`src/rtl/dgldpc_shuffled_vnu.sv`:
```
// Shuffled-schedule DGLDPC variable-node update: a-posteriori total plus four extrinsic messages, 1/cycle, no backpressure.
// Latency 1 cycle, or 2 when DGLDPC_VNU_INREG_EN adds a reset-to-zero input register stage.
module dgldpc_shuffled_vnu (
  input  logic            clk,
  input  logic            rst,
  input  logic [7:0]      i_LOVNU,
  input  logic [0:3][5:0] i_data,
  output logic [0:4][8:0] o_data
);

  logic [7:0]      llr;
  logic [0:3][5:0] msg;

`ifdef DGLDPC_VNU_INREG_EN
  always_ff @(posedge clk) begin
    if (rst) begin
      llr <= '0;
      msg <= '0;
    end else begin
      llr <= i_LOVNU;
      msg <= i_data;
    end
  end
`else
  assign llr = i_LOVNU;
  assign msg = i_data;
`endif

  logic signed [9:0] llr_ext;
  logic signed [9:0] msg_ext [4];
  logic signed [9:0] total;
  logic signed [9:0] extr    [4];

  // Worst-case magnitudes fit in 9 bits, so the 10-bit sums never wrap.
  always_comb begin
    llr_ext = {{2{llr[7]}}, llr};
    total   = llr_ext;
    for (int k = 0; k < 4; k++) begin
      msg_ext[k] = {{4{msg[k][5]}}, msg[k]};
      total      = total + msg_ext[k];
    end
    for (int k = 0; k < 4; k++) begin
      extr[k] = total - msg_ext[k];
    end
  end

  // Bit 9 only carries redundant sign information once the range is bounded.
  logic unused_msbs;
  assign unused_msbs = ^{total[9], extr[0][9], extr[1][9], extr[2][9], extr[3][9]};

  always_ff @(posedge clk) begin
    if (rst) begin
      o_data <= '0;
    end else begin
      for (int k = 0; k < 4; k++) begin
        o_data[k] <= extr[k][8:0];
      end
      o_data[4] <= total[8:0];
    end
  end

endmodule

```
`config.mk`:
```
export PLATFORM = sky130hd
export DESIGN_NAME = dgldpc_shuffled_vnu
export DESIGN_NICKNAME = d
export VERILOG_FILES = /design/src/rtl/dgldpc_shuffled_vnu.sv
export SDC_FILE = /design/constraint.sdc
export NUM_CORES = 1
export LEC_CHECK = 0
export ABC_AREA = 0
export BUFFER_PORTS_ARGS = -buffer_cell sky130_fd_sc_hd__buf_2
export CAP_MARGIN = 0
export CORE_MARGIN = 2
export CORE_UTILIZATION = 35
export DETAILED_ROUTE_END_ITERATION = 16
export PLACE_DENSITY = 0.6
export SLEW_MARGIN = 25
export SYNTH_ARGS = -nofsm -noshare
export SYNTH_HDL_FRONTEND = slang
export SYNTH_SLANG_ARGS = --single-unit
```
`constraint.sdc`:
```
create_clock -name clk -period 6.99 [get_ports clk]
set_input_delay 1.398 -clock clk [delete_from_list [all_inputs] [get_ports clk]]
set_output_delay 1.398 -clock clk [all_outputs]
set_load 0.05 [all_outputs]
```
Word-level counts from Yosys, hierarchy flattened --
Index checks and enable logic that the tools add are counted.
Storage, ports and cells: register bits 45, input bits 34, output and inout bits 45
Operators by class: add/subtract/negate cells 8
Operators with widths (count):
- subtractor 9 x 6 -> 9 bit | 4
- adder 9 x 6 -> 9 bit | 3
- adder 8 x 6 -> 9 bit | 1

Longest topological paths before layout --
word-level depth 5, depth in mapped cells 19, mapped depth without buffers 19

Least setup slack after synthesis --
OpenSTA, ideal clock, no wires.
path kind input to register, from input i_data[1] (netlist bit), to register o_data[44] (netlist bit), setup time 0.066 ns, data arrival time 5.652 ns, data required time 6.924 ns, setup slack 1.272 ns, stages 16, buffers on the path 0, cells stage by stage inv_1 -> fa_1 -> fa_1 -> inv_1 -> fa_1 -> ha_1 -> fa_1 -> a21o_1 -> a21oi_1 -> xnor2_1 -> ha_1 -> or3_1 -> o221a_1 -> or3_1 -> a211o_1 -> a21oi_2
Between the ends: cells in the longest elaborated chain, start to end 2
Ends and longest elaborated chain:
- from (decl) | line 7 | input logic [0:3][5:0] i_data,
- adder 9 x 6 -> 9 bit | line 40 | total = total + msg_ext[k];
- via total[5] | line 31 | logic signed [9:0] total;
- subtractor 9 x 6 -> 9 bit | line 43 | extr[k] = total - msg_ext[k];
- to (signal, indexed assignment) | line 56 | o_data[k] <= extr[k][8:0];
- to (decl) | line 8 | output logic [0:4][8:0] o_data
The timed path passes the listed nets, and every way through them passes these cells. A chain may end at the register's enable or synchronous reset.

Worst setup path in the final report --
Same ends and word-level chain as after synthesis.

==> out/qor.yml <==
global_route:
  gr-total-overflow: 0
  grt_pass1_wl_um: 12080
  grt_max_degree: 46
  grt_pass1_vias: 2604
  antenna_found_initial: 0
  grt.total_usage_pct: 14.49
timing:
  tightest_slew_ns: 0.8357
  drv_slew: 0
  setup_viol: 0
  timing.fmax_mhz: 171.2
  rsz0062_at_grt: "false"
  setup_tns_ns: 0
  period_share_pct: 83.54
  fin_crit_ns: 5.840
  relSlewSlack_pct: 44.29
  finalHoldViolations: 0
drt:
  drt-total-wl_um: 7181
  drt_pass1_iterations: 4
  wl_per_cell_um: 12.28
  postRouteAntennaNets: 0
  num_vias: 2666
  viasPerCell: 4.557
  drt-initial-drc-count: 97
  drc: 0
clocking:
  h-tree-depth: 2
  ctsRootBufferMaster: "clkbuf_8"
  clk_pin_slew_ns: 0.09
  post-cts-setup-buffer-count: 0
  ctsResizeCount: 0
  cts_hold_buf: 0
  tritoncts: "yes"
  cts_buffers: 5
  cts_buffer_depth: 2
  cts.sinks: 45
placed_design:
  dpl.cell_count: 577
  place_hpwl_um: 5853
  place_area_mm2: 0.003935
  port_buffers: 78
  globalplace.congestion: 0.8539
final_layout:
  seqCellArea_um2: 900.9
  syn_to_final_growth_pct: 17.66
  design_area_mm2: 0.004019
  largest_reg_flops: 45
  fillers: 978
  drive_above_1_share_pct: 18.81
  reg_top3: "o_data x45"
  multi_input_area_mm2: 0.002260
  antenna_cells: 0
  top_register: "o_data"
  nets: 554
  layoutNonFillerInstCount: 585
worst_setup_path:
  crit_path_end: "o_data[44]"
  crit_fanout: 5
  crit_arrival_ns: 6.08
  start_kind: "input port"
  critPathKind: "in2reg"
  cp.required_ns: 7.23
  cp-end-kind: "register"
  worstSetupStartpoint: "i_data[1]"
floorplan:
  die_h_um: 102.8
  core-area_mm2: 0.009639
  initial_core_util_pct: 35.44
  rows: 36
  die_width_um: 102.8
  die_area_mm2: 0.01057
  floorplan.io_pins: 79
run_status:
  status: "finished clean"
logic_synthesis:
  synth_area_mm2: 0.003416
  synth.distinct_cells: 31
  synth-seq-area-share_pct: 26.37
  synth_warnings: 0
  synthesis.instances: 372
  synth.top_cell.area_share_pct: 26.37
  synth.avg_cell_area_um2: 9.182
  synthTopCellsByArea: "dfxtp_1 26%, fa_1 16%, ha_1 15%, inv_1 6.4%, xnor2_1 4.1%"
  synth.largest_area_cell: "dfxtp_1"
  synth_edf_count: 0
  ys_async_sr_fraction_pct: 0
  synth-main-ff-cell: "dfxtp_1"
  syn-num-nets: 475
  ys_ff_latch: 45
flow_run:
  max-cap-violations: 0
worst_hold_path:
  hold_class: "in2reg"
[cell families after synthesis]
kind of cell,share of synthesized area (%)
buf+inv,7.472
flops,26.37
xor+xnor,6.666
fa+ha+maj,31.43
simple gates,14.03
compound gates,14.03
[cell type report]
cell class	instances	share of cell area, %
multi-input cells	263	56.23
flip-flops and latches	45	22.42
repair buffers	78	9.714
inverters	58	5.417
well taps	133	4.141
clock buffers	7	1.899
clock inverters	1	0.1868
[metal layers]
layer  vias up  track usage, %  part of all wire, %
li1       1385               -                    -
met1      1204           19.78                   48
met2        66           23.73                   46
met3        11           2.508                  4.6
met4         0           4.150                  1.7
met5         -               0                    0
[per-stage QoR]
step	setup slack [ns]	utilization [%]	hold slack, ns
2_1_floorplan	1.272	-	1.535
3_3_place_gp	0.9354	40.82	1.660
3_5_place_dp	0.8422	40.82	1.681
4_1_cts	1.154	41.69	1.360
5_1_grt	0.9033	41.69	1.370
6_report	1.150	41.69	1.365
[cell usage after synthesis (all sizes together) (4+ instances only)]
cell    instances
inv            58
dfxtp          45
ha             41
nor2           30
fa             28
o21ai          20
nor2b          18
nor3           18
a21oi          16
xnor2          16
o21a           12
xor2           10
nand2b          8
a21o            7
a211oi          6
nor3b           6
nand2           5
and3            4
clkbuf          4
o211ai          4
[critical path, stage by stage]
cell     delay (ns)
buf_2          0.10
inv_1          0.13
fa_1           0.47
fa_1           0.51
inv_1          0.06
fa_1           0.46
ha_1           0.24
fa_1           0.42
a21o_1         0.18
a21oi_1        0.23
xnor2_1        0.22
ha_1           0.28
or3_1          0.37
o221a_1        0.28
or3_1          0.33
a211o_1        0.28
a21oi_2        0.12
[cell usage in the layout (no fill, tap or decap), drive strengths merged, types with 4 or more instances in the layout]
cell type	instances
o21ai	20
nor3b	6
buf	78
nand2	5
a21oi	16
ha	41
xor2	10
o21a	12
fa	28
a211oi	6
a21o	7
inv	58
nand2b	8
nor3	18
and3	4
clkbuf	7
dfxtp	45
nor2	30
nor2b	18
xnor2	16
o211ai	4
[how the worst min path moves through the flow]
stage                     startpoint         end  cells after the start
after floorplan           i_data[18]  o_data[36]                      2
after global placement    i_data[18]  o_data[36]                      3
after detailed placement  i_data[18]  o_data[36]                      3
after CTS                 i_data[18]  o_data[36]                      3
after global routing      i_data[18]  o_data[36]                      3
final                     i_data[18]  o_data[36]                      3
Power is left out: the tool's default activity adds up to more than one toggle a clock period on the data nets, which glitch-free logic cannot reach.
